==> config.mk <==
export PLATFORM = sky130hd
export DESIGN_NAME = jtcontra_pal_arb
export DESIGN_NICKNAME = d
export VERILOG_FILES = /design/src/rtl/jtcontra_pal_arb_pkg.sv /design/src/rtl/jtcontra_pal_arb.sv
export SDC_FILE = /design/constraint.sdc
export NUM_CORES = 1
export LEC_CHECK = 0
export BUFFER_PORTS_ARGS = -buffer_cell sky130_fd_sc_hd__buf_2
export CAP_MARGIN = 20
export CORE_MARGIN = 3
export CORE_UTILIZATION = 51
export CTS_CLUSTER_DIAMETER = 150
export DETAILED_ROUTE_END_ITERATION = 10
export PLACE_DENSITY = 0.84
export SYNTH_ARGS = -nofsm -noshare
export SYNTH_HDL_FRONTEND = slang
export SYNTH_SLANG_ARGS = --single-unit
==> constraint.sdc <==
create_clock -name clk -period 4.74 [get_ports clk]
set_input_delay 0.948 -clock clk [delete_from_list [all_inputs] [get_ports clk]]
set_output_delay 0.948 -clock clk [all_outputs]
set_load 0.02 [all_outputs]
==> src/rtl/jtcontra_pal_arb_pkg.sv <==
// Shared slot numbering, CPU sequencer states and colour packing for the
// time-sliced palette RAM arbiter.
package jtcontra_pal_arb_pkg;

  // Slot numbers within one pixel (four clk cycles per pixel)
  localparam logic [1:0] SLOT_LO   = 2'd0;  // video fetch, low colour byte
  localparam logic [1:0] SLOT_HI   = 2'd1;  // video fetch, high colour byte
  localparam logic [1:0] SLOT_CPU0 = 2'd2;  // CPU slot; also video capture
  localparam logic [1:0] SLOT_CPU1 = 2'd3;  // CPU slot

  // CPU access sequencer
  typedef enum logic [1:0] {
    ST_IDLE = 2'd0,
    ST_ACC  = 2'd1,
    ST_DONE = 2'd2
  } cpu_st_e;

  // Join the two palette bytes into {blue,green,red}; bit 7 of the high byte
  // is not part of the colour and is never passed in.
  function automatic logic [14:0] pack_bgr(input logic [6:0] hi7,
                                           input logic [7:0] lo8);
    return {hi7, lo8};
  endfunction

endpackage

==> src/rtl/jtcontra_pal_arb.sv <==
// Single-port palette RAM arbiter: two slots per pixel fetch the colour
// bytes for video, the remaining slots serve CPU reads and writes with a
// cs/ok handshake. During blanking the video slots can be handed to the CPU.
module jtcontra_pal_arb
  import jtcontra_pal_arb_pkg::*;
#(
  parameter int BLANK_FREE = 1
) (
  input  logic        clk,
  input  logic        rst,
  input  logic        pxl_cen,
  input  logic        LHBL,
  input  logic        LVBL,
  input  logic        cpu_cs,
  input  logic        cpu_rnw,
  input  logic [7:0]  cpu_addr,
  input  logic [7:0]  cpu_din,
  output logic [7:0]  cpu_dout,
  output logic        cpu_ok,
  input  logic [6:0]  vid_idx,
  output logic [14:0] vid_rgb,
  output logic [7:0]  ram_addr,
  output logic [7:0]  ram_din,
  output logic        ram_we,
  input  logic [7:0]  ram_q
);

  logic [1:0]  ph_q, ph_d;
  logic [1:0]  slot;
  logic        blank;
  logic        vid_own;
  logic        cpu_slot;
  logic        grant;

  cpu_st_e     st_q, st_d;
  logic        rnw_q, rnw_d;
  logic        ok_q, ok_d;
  logic [7:0]  dout_q, dout_d;

  logic [7:0]  lo_q, lo_d;
  logic [14:0] rgb_q, rgb_d;

  logic [7:0]  addr_q, addr_d;
  logic        we_c;

  // Slot decode and port ownership for the current cycle
  always_comb begin
    slot     = pxl_cen ? SLOT_LO : ph_q;
    blank    = ~LHBL | ~LVBL;
    vid_own  = ~rst & ~blank & ((slot == SLOT_LO) | (slot == SLOT_HI));
    cpu_slot = (slot == SLOT_CPU0) | (slot == SLOT_CPU1) |
               (blank & (BLANK_FREE != 0));
    grant    = ~rst & (st_q == ST_IDLE) & cpu_cs & cpu_slot;
    ph_d     = pxl_cen ? 2'd1 : ph_q + 2'd1;
  end

  // RAM port drive: video first, then a fresh CPU grant, otherwise hold address
  always_comb begin
    addr_d = addr_q;
    we_c   = 1'b0;
    if (vid_own) begin
      addr_d = {vid_idx, slot[0]};
    end else if (grant) begin
      addr_d = cpu_addr;
      we_c   = ~cpu_rnw;
    end
  end

  // CPU sequencer: grant cycle issues the access, ACC collects it, DONE holds ok
  always_comb begin
    st_d   = st_q;
    rnw_d  = rnw_q;
    ok_d   = ok_q;
    dout_d = dout_q;
    case (st_q)
      ST_IDLE: begin
        if (grant) begin
          rnw_d = cpu_rnw;
          st_d  = ST_ACC;
        end
      end
      ST_ACC: begin
        if (rnw_q) dout_d = ram_q;
        ok_d = 1'b1;
        st_d = ST_DONE;
      end
      ST_DONE: begin
        if (!cpu_cs) begin
          ok_d = 1'b0;
          st_d = ST_IDLE;
        end
      end
      default: st_d = ST_IDLE;
    endcase
  end

  // Video capture: low byte arrives in slot 1, high byte in slot 2
  always_comb begin
    lo_d  = lo_q;
    rgb_d = rgb_q;
    if (slot == SLOT_HI) lo_d = ram_q;
    if (slot == SLOT_CPU0) rgb_d = blank ? 15'd0 : pack_bgr(ram_q[6:0], lo_q);
  end

  // State registers
  always_ff @(posedge clk) begin
    if (rst) begin
      ph_q   <= 2'd0;
      st_q   <= ST_IDLE;
      rnw_q  <= 1'b0;
      ok_q   <= 1'b0;
      dout_q <= 8'd0;
      lo_q   <= 8'd0;
      rgb_q  <= 15'd0;
      addr_q <= 8'd0;
    end else begin
      ph_q   <= ph_d;
      st_q   <= st_d;
      rnw_q  <= rnw_d;
      ok_q   <= ok_d;
      dout_q <= dout_d;
      lo_q   <= lo_d;
      rgb_q  <= rgb_d;
      addr_q <= addr_d;
    end
  end

  assign ram_addr = addr_d;
  assign ram_we   = we_c;
  assign ram_din  = cpu_din;
  assign cpu_ok   = ok_q;
  assign cpu_dout = dout_q;
  assign vid_rgb  = rgb_q;

endmodule

==> results.toml, run 1 <==
[outcome]
status = "complete, no violations"

[logic_synthesis]
syn_inst = 230
synthesis.nets = 268
netlist-cell-type-count = 32
synth_commonest_cells = "dfxtp_1 (45), nand2_1 (33), nor2_1 (29)"
synth_top_cell_area_share_pct = 46.2
synth-edff-count = 0
synth_top_area_cell = "dfxtp_1"
synth.area.top_cells = "dfxtp_1 (46%), mux2i_1 (8.7%), nand2_1 (6.4%)"
synth_top_flop_cell = "dfxtp_1"
seq_area_frac_synth_pct = 46.2
synth_area_mm2 = 0.00195
synthArstFlopShare_pct = 0
avgSynthCellArea_um2 = 8.48
ys_ff_latch = 45
yosys.cell_count.top_type = "dfxtp_1"
yosys_warnings = 0

[timing]
tns_ps = 0
setup_viol = 0
maxSlewHeadroom_pct = 38.9
hold_viol = 0
fin_crit_ps = 3830
drv_slew = 0
finalClockSkew_ps = 3.60
rsz0062_at_grt = "no"
tightestPinTransition_ps = 910
fmax_ghz = 0.261
fin_crit_sh_pct = 80.8

[clocking]
ctsLongestPathBuffers = 2
clk_pin_slew_ps = 80
post-cts-setup-buffers = 0
hold_buffers = 0
h-tree-depth = 2
worstSkewPairLatency_ps = 300
cts_tree = "yes"
cts_root_buffer = "clkbuf_8"
cts_sinks = 45
cts_resized = 0
cts_buffers = 5

[critical_path]
cp-end-kind = "primary output"
cp-start-kind = "primary input"
crit_top_cell = "buf_2"
max_stage_delay_ps = 850
critPathTopFamily = "simple AND/OR/NAND/NOR gates"
path_class = "in -> out"
cp_num_buf_inv = 2
worstPathArrival_ps = 2880
worstPathMaxFanout = 48
path_cells = "buf_2, nor3_1, or2_1, o221a_1, buf_2"
worstPathRequired_ps = 3790
cp_slowest_cell = "nor3_1"

[place]
portBuffers = 62
gp_congestion = 0.834
place_hpwl_mm = 3.13
placed_cell_area_mm2 = 0.00220

[final_layout]
fin_area_mm2 = 0.00229
syn_to_final_growth_pct = 17.3
drive_above_1_share_pct = 26.9
fin_util_pct = 65.4
fin_nets = 316
n_antenna_cell = 0

[grt]
grt_antenna_before_repair = 0
grt_usage_pct = 20.3
grt_pass1_wl_mm = 6.98
grt_pass1_vias = 1560
grt_overflow = 0
grt_max_degree = 49

[drt]
routed_wl_mm = 4.44
vias_per_cell = 5.35
ant_nets = 0
drcViolationCount = 0
wl_per_cell_um = 13.7
vias = 1740
first_pass_iters = 4
drtIter0Drc = 151

[floorplanning]
die_area_mm2 = 0.00460
io_pins = 79
coreArea_mm2 = 0.00349
start_util_pct = 55.8
chipWidth_um = 67.8
die_h_um = 67.8
num_rows = 21

[power_and_ir_drop]
power.leakage_nw = 1.03
worst_ir_drop_vdd_v = 0.000218
power_density_mw_per_mm2 = 318

[worst_hold_path]
min_path_type = "reg -> reg"

[flow_run]
drv_cap = 0
layout make-up:
| class | instances | area (um^2) |
|---|---|---|
| fill | 299 | 1210 |
| sequential | 45 | 901 |
| multi-input combinational | 154 | 887 |
| timing repair buffer | 63 | 318 |
| clock buffer | 6 | 72.6 |
| tap | 46 | 57.6 |
| inverter | 9 | 36.3 |
| clock inverter | 2 | 15.0 |
state kept, by name, indices dropped and copies added, names as in the netlist:
signal and cells:
cpu_dout 8, ph_q 2, addr_q 8, vid_rgb 15, rnw_q 1, st_q 2
cpu_ok 1, lo_q 8
cell usage in the layout, fill, tap and decap left out, types with 2 or more instances in the layout:
cell type	Yosys	layout
a21oi_1	17	17
nand2_1	33	33
nand3_1	16	16
o21ai_0	8	8
mux2i_1	17	17
clkinvlp_4	0	2
nand2b_1	3	3
dfxtp_1	45	45
buf_2	3	62
nor2_1	29	29
clkbuf_8	0	5
a22oi_1	7	7
inv_1	8	8
nor2b_1	2	2
a311oi_1	7	7
nor3_1	3	3
stage by stage:
stage	total power (W)	std cells	setup WS (ps)	hold WS, ps
floorplan	0.000481	230	1500	447
global placement	0.000504	317	1010	439
detailed placement	0.000505	317	960	446
CTS	0.000733	325	957	458
global route	0.000762	325	758	484
finish	0.000727	325	911	452
metal layers:
| layer | track usage, % | vias up | routed length, um | part of all wire (%) |
|---|---|---|---|---|
| met3 | 5.09 | 2 | 413 | 9.3 |
| met5 | 0 | - | 0 | 0 |
| li1 | - | 871 | - | - |
| met2 | 32.7 | 63 | 2090 | 47 |
| met4 | 8.68 | 0 | 27 | 0.61 |
| met1 | 25.7 | 804 | 1910 | 43 |
worst reg2reg max path, delay by kind of cell, from the launching register on:
family,cells,cell delay [ps]
AO/OA/AOI/OAI,1,200
flip-flops,1,400
AND/OR/NAND/NOR,3,980
worst paths after layout:
path / from / end / slack [ps] / cells after the start
max reg2reg: ph_q[1]$_SDFF_PP0_ / vid_rgb[0]$_SDFFE_PP0N_ / 3080 / 4
min: vid_rgb[10]$_SDFFE_PP0N_ / vid_rgb[10]$_SDFFE_PP0N_ / 450 / 2
max: rst / ram_addr[0] / 910 / 5
min reg2reg: vid_rgb[10]$_SDFFE_PP0N_ / vid_rgb[10]$_SDFFE_PP0N_ / 450 / 2
report_power, final:
part,internal (W),leakage (nW),switching (W)
clock,0.000104,0.0374,0.000127
combinational,0.0000383,0.622,0.0000590
sequential,0.000391,0.366,0.00000908
logic make-up (layout without fill, tap and decap cells):
logic type	Yosys count	in the layout	share of synthesized area, %
compound gates	40	40	12.8
mux	18	18	9.31
flops	45	45	46.2
xor+xnor	1	1	0.449
buf+inv	31	80	8.28
simple gates	95	95	22.9
No activity file was read; power rests on OpenSTA's default activity.
==> inputs of run 2 (changes only) <==
CORE_UTILIZATION = 47   (was 51)
PLACE_DENSITY = 0.78   (was 0.84)
clock period = 3.8 ns   (was 4.74 ns; I/O delays follow)
==> run 2 against run 1 <==
Against the previous run: clock power up 20%; worst hold slack about the same; clock-buffer cell count up 2; critical path depth unchanged; design area up 0.33%; routed wire length down 5.6%; largest power group unchanged; final cell count up 0.92%.
==> results.toml, run 2 (same netlist as run 1, synthesis figures left out) <==
[clocking]
cts_resized = 0
hold_buffers = 0
worstSkewPairLatency_ps = 290
cts_sinks = 45
cts_buffers = 5
clk_pin_slew_ps = 70
cts_root_buffer = "clkbuf_8"
h-tree-depth = 2
post-cts-setup-buffers = 0
ctsLongestPathBuffers = 2
cts_tree = "yes"

[drt]
vias_per_cell = 5.09
ant_nets = 0
drcViolationCount = 0
wl_per_cell_um = 12.8
routed_wl_mm = 4.19
drtIter0Drc = 98
vias = 1670
first_pass_iters = 5

[place]
placed_cell_area_mm2 = 0.00221
portBuffers = 62
gp_congestion = 0.843
place_hpwl_mm = 3.13

[power_and_ir_drop]
power_density_mw_per_mm2 = 390
worst_ir_drop_vdd_v = 0.000353
power_w = 0.000896
power.leakage_nw = 1.03

[floorplanning]
io_pins = 79
coreArea_mm2 = 0.00383
die_h_um = 70.4
num_rows = 22
die_area_mm2 = 0.00496
start_util_pct = 50.9
chipWidth_um = 70.4

[timing]
tns_ps = 0
setup_viol = 0
maxSlewHeadroom_pct = 39.6
fin_crit_sh_pct = 82.9
finalClockSkew_ps = 6.62
drv_slew = 0
holdWs_ps = 452
hold_viol = 0
fin_crit_ps = 3150
rsz0062_at_grt = "no"
fmax_ghz = 0.318
tightestPinTransition_ps = 902

[grt]
grt_overflow = 0
grt_pass1_vias = 1533
grt_antenna_before_repair = 0
grt_max_degree = 27
grt_usage_pct = 17.3
grt_pass1_wl_mm = 7.04

[final_layout]
layout_commonest_cell = "buf_2"
drive_above_1_share_pct = 26.8
fin_area_mm2 = 0.00229
largest_reg_flops = 15
fin_nets = 317
final_cell_mix = "buf_2 (62), dfxtp_1 (45), nand2_1 (33)"
syn_to_final_growth_pct = 17.7
n_antenna_cell = 0

[worst_hold_path]
min_path_type = "reg -> reg"
min_path_cells = 2

[flow_run]
drv_cap = 0

[outcome]
status = "complete, no violations"

[critical_path]
ff2ff_path_depth = 4
worstPathRequired_ps = 3040
cp-start-kind = "primary input"
path_class = "in -> out"
cp-end-kind = "primary output"
worstPathArrival_ps = 2390
worstPathMaxFanout = 23
==> run 2: cell count changes in the layout (fill, tap and decap cells not counted) <==
cell and delta:
nor3b_1 -1, nor3b_2 +1, buf_4 +1, clkbuf_1 +2, clkinvlp_4 -2
==> run 2: path summary, 6_finish.rpt <==
path | slack, ps | endpoint | startpoint
max reg2reg | 2130 | vid_rgb[3]$_SDFFE_PP0N_ | ph_q[1]$_SDFF_PP0_
min reg2reg | 450 | vid_rgb[5]$_SDFFE_PP0N_ | vid_rgb[5]$_SDFFE_PP0N_
max | 650 | ram_addr[0] | rst
min | 450 | vid_rgb[5]$_SDFFE_PP0N_ | vid_rgb[5]$_SDFFE_PP0N_
==> run 2: report_power, final <==
| part | leakage (nW) | total, W | switching (W) | internal [W] |
|---|---|---|---|---|
| Combinational | 0.629 | 0.000122 | 0.0000735 | 0.0000486 |
| Sequential | 0.366 | 0.000498 | 0.0000109 | 0.000487 |
| Clock | 0.0395 | 0.000275 | 0.000145 | 0.000131 |
| Total | 1.03 | 0.000896 | 0.000229 | 0.000667 |
==> run 2: critical path, stage by stage <==
cell     delay [ps]
buf_2           240
nor3_1          710
or2_1           310
o221a_1         220
buf_2           160
==> run 2: final cells by class <==
type | instances | area (um^2)
Clock buffer | 8 | 80.1
Fill cell | 354 | 1530
Inverter | 9 | 36.3
Multi-Input combinational cell | 154 | 892
Sequential cell | 45 | 901
Tap cell | 48 | 60.1
Timing Repair Buffer | 64 | 325
==> run 2: routing by layer <==
layer | GRT usage, % | vias to the layer above | part of all wire [%]
li1 | - | 869 | -
met1 | 23.2 | 759 | 46
met2 | 27.2 | 37 | 48
met3 | 5.18 | 5 | 5.5
met4 | 4.04 | 0 | 0.69
met5 | 0 | - | 0
==> run 2: stage by stage <==
stage / instances / utilization, % / worst slack (ps)
CTS: 328 / 60.0 / 645
floorplan: 230 / - / 939
global route: 328 / 60.0 / 506
finish: 328 / 60.0 / 650
detailed placement: 320 / 57.9 / 644
global placement: 320 / 57.9 / 696
==> inputs of run 3 (changes only) <==
CORE_UTILIZATION = 43   (was 47)
PLACE_DENSITY = 0.75   (was 0.78)
clock period = 2.8 ns   (was 3.8 ns; I/O delays follow)
==> run 3 against run 2 <==
Against the previous run: worst hold slack improved by 2.8 ps; utilization fell by 3.8 points; register-to-register slack lost 890 ps; first-iteration DRC count increased by 42%; clock-buffer cell count shrank 2; clock power is 53% higher; sequential share of layout area decreased by 0.82 points.
==> results.toml, run 3 (same netlist as run 1, synthesis figures left out) <==
[clocking]
h-tree-depth = 2
clk_pin_slew_ps = 90
ctsLongestPathBuffers = 2
cts_sinks = 45
worstSkewPairLatency_ps = 300
hold_buffers = 0
cts_tree = "yes"
cts_buffers = 5
cts_root_buffer = "clkbuf_8"

[timing]
fmax_ghz = 0.400
finalClockSkew_ps = 5.84
setup_viol = 0
fin_crit_ps = 2500
maxSlewHeadroom_pct = 62.1
drv_slew = 0
fin_crit_sh_pct = 89.2
rsz0062_at_grt = "no"
tightestPinTransition_ps = 569
hold_viol = 0
tns_ps = 0

[critical_path]
worstPathRequired_ps = 2240
cp-start-kind = "flip-flop"
cp-end-kind = "primary output"
path_class = "reg -> out"
cp_num_buf_inv = 2
path_cells = "nor4b_4, nand2_4, inv_4, or2_1, o221a_1, buf_2"
max_stage_delay_ps = 380
worstPathArrival_ps = 1940
cp_slowest_cell = "dfxtp_1"
critPathTopFamily = "simple AND/OR/NAND/NOR gates"
worstPathMaxFanout = 10

[drt]
first_pass_iters = 4
ant_nets = 0
drcViolationCount = 0
routed_wl_mm = 4.47
wl_per_cell_um = 13.4
drtIter0Drc = 139
vias_per_cell = 5.19
vias = 1734

[final_layout]
syn_to_final_growth_pct = 20.2
nFillCells = 402
n_antenna_cell = 0
drive_above_1_share_pct = 28.9
multiInputGateArea_um2 = 892
largest_reg_flops = 15
final_cell_mix = "buf_2 (62), dfxtp_1 (45), nand2_1 (33)"
layout_commonest_cell = "buf_2"
regArea_um2 = 901
fin_nets = 321

[grt]
grt.met3_usage_pct = 6.02
grt_overflow = 0
met1_usage_pct = 22.7
grt_max_degree = 47
grtUsageMet2_pct = 25.9
grt_antenna_before_repair = 0
grt_pass1_vias = 1546
grt.busiest_layer = "met2"
grt_pass1_wl_mm = 7.10
grt_usage_pct = 17.0

[outcome]
status = "complete, no violations"

[floorplanning]
io_pins = 79
chipWidth_um = 73.3
start_util_pct = 46.7
die_h_um = 73.3
die_area_mm2 = 0.00538
coreArea_mm2 = 0.00417
num_rows = 23

[power_and_ir_drop]
combinationalPowerShare_pct = 13.5
pwr-share-clk_pct = 33.2
p_int_w = 0.000931
swShare_pct = 26.7
power_w = 0.00127
power.leakage_nw = 1.06
p_seq_share_pct = 53.3
power_density_mw_per_mm2 = 542
worst_ir_drop_vdd_v = 0.000318
power.switching_w = 0.000339

[place]
portBuffers = 62
gp_congestion = 0.805
place_hpwl_mm = 3.24

[worst_hold_path]
min_path_type = "reg -> reg"

[flow_run]
drv_cap = 0
==> run 3: path summary, 6_finish.rpt <==
kind                                              start                       to  slack (ps)  cells past startpoint
worst max register to register     st_q[0]$_SDFFE_PP0P_     addr_q[0]$_SDFF_PP0_        1240                      4
worst min register to register  vid_rgb[7]$_SDFFE_PP0N_  vid_rgb[7]$_SDFFE_PP0N_         450                      2
worst max-delay path               st_q[0]$_SDFFE_PP0P_              ram_addr[0]         300                      6
worst min-delay path            vid_rgb[7]$_SDFFE_PP0N_  vid_rgb[7]$_SDFFE_PP0N_         450                      2
==> run 3: power groups by stage <==
stage | clock (W) | combinational, W | sequential, W
after global routing | 0.000460 | 0.000188 | 0.000680
final | 0.000422 | 0.000171 | 0.000677
after detailed placement | 0 | 0.000171 | 0.000692
after CTS | 0.000429 | 0.000171 | 0.000677
after global placement | 0 | 0.000169 | 0.000691
after floorplan | 0 | 0.000124 | 0.000691
==> run 3: worst register-to-register path, delay by kind of cell (launching register included) <==
kind          cells  cell delay [ps]
flops             1              380
simple gates      4             1070
==> run 3: metrics by stage <==
stage | instances | hold slack [ps] | utilization, % | setup WS, ps | instance area (um^2)
global placement | 326 | 439 | 53.7 | 184 | 2240
floorplan | 230 | 447 | - | 339 | 1950
CTS | 334 | 458 | 56.0 | 111 | 2340
detailed placement | 326 | 443 | 53.7 | 175 | 2240
global route | 334 | 473 | 56.2 | 189 | 2340
finish | 334 | 455 | 56.2 | 302 | 2340
==> run 3: final cells by class <==
type | count | area share, %
sequential | 45 | 38.4
multi-input combinational | 154 | 38.1
timing repair buffer | 68 | 15.2
clock buffer | 6 | 3.52
tap | 50 | 2.67
inverter | 9 | 1.55
clock inverter | 2 | 0.587
==> run 3: metal layers <==
| metal | routed length, um | part of all wire (%) | vias to the layer above |
|---|---|---|---|
| met1 | 2050 | 46 | 792 |
| met3 | 351 | 7.9 | 5 |
| li1 | - | - | 882 |
| met2 | 2020 | 45 | 55 |
| met5 | 0 | 0 | - |
| met4 | 48 | 1.1 | 0 |
==> run 3: timing repair <==
item / in CTS / in global routing
resized for setup: 0 / 1
setup endpoints to repair: 0 / 1
buffers inserted: 0 / 0
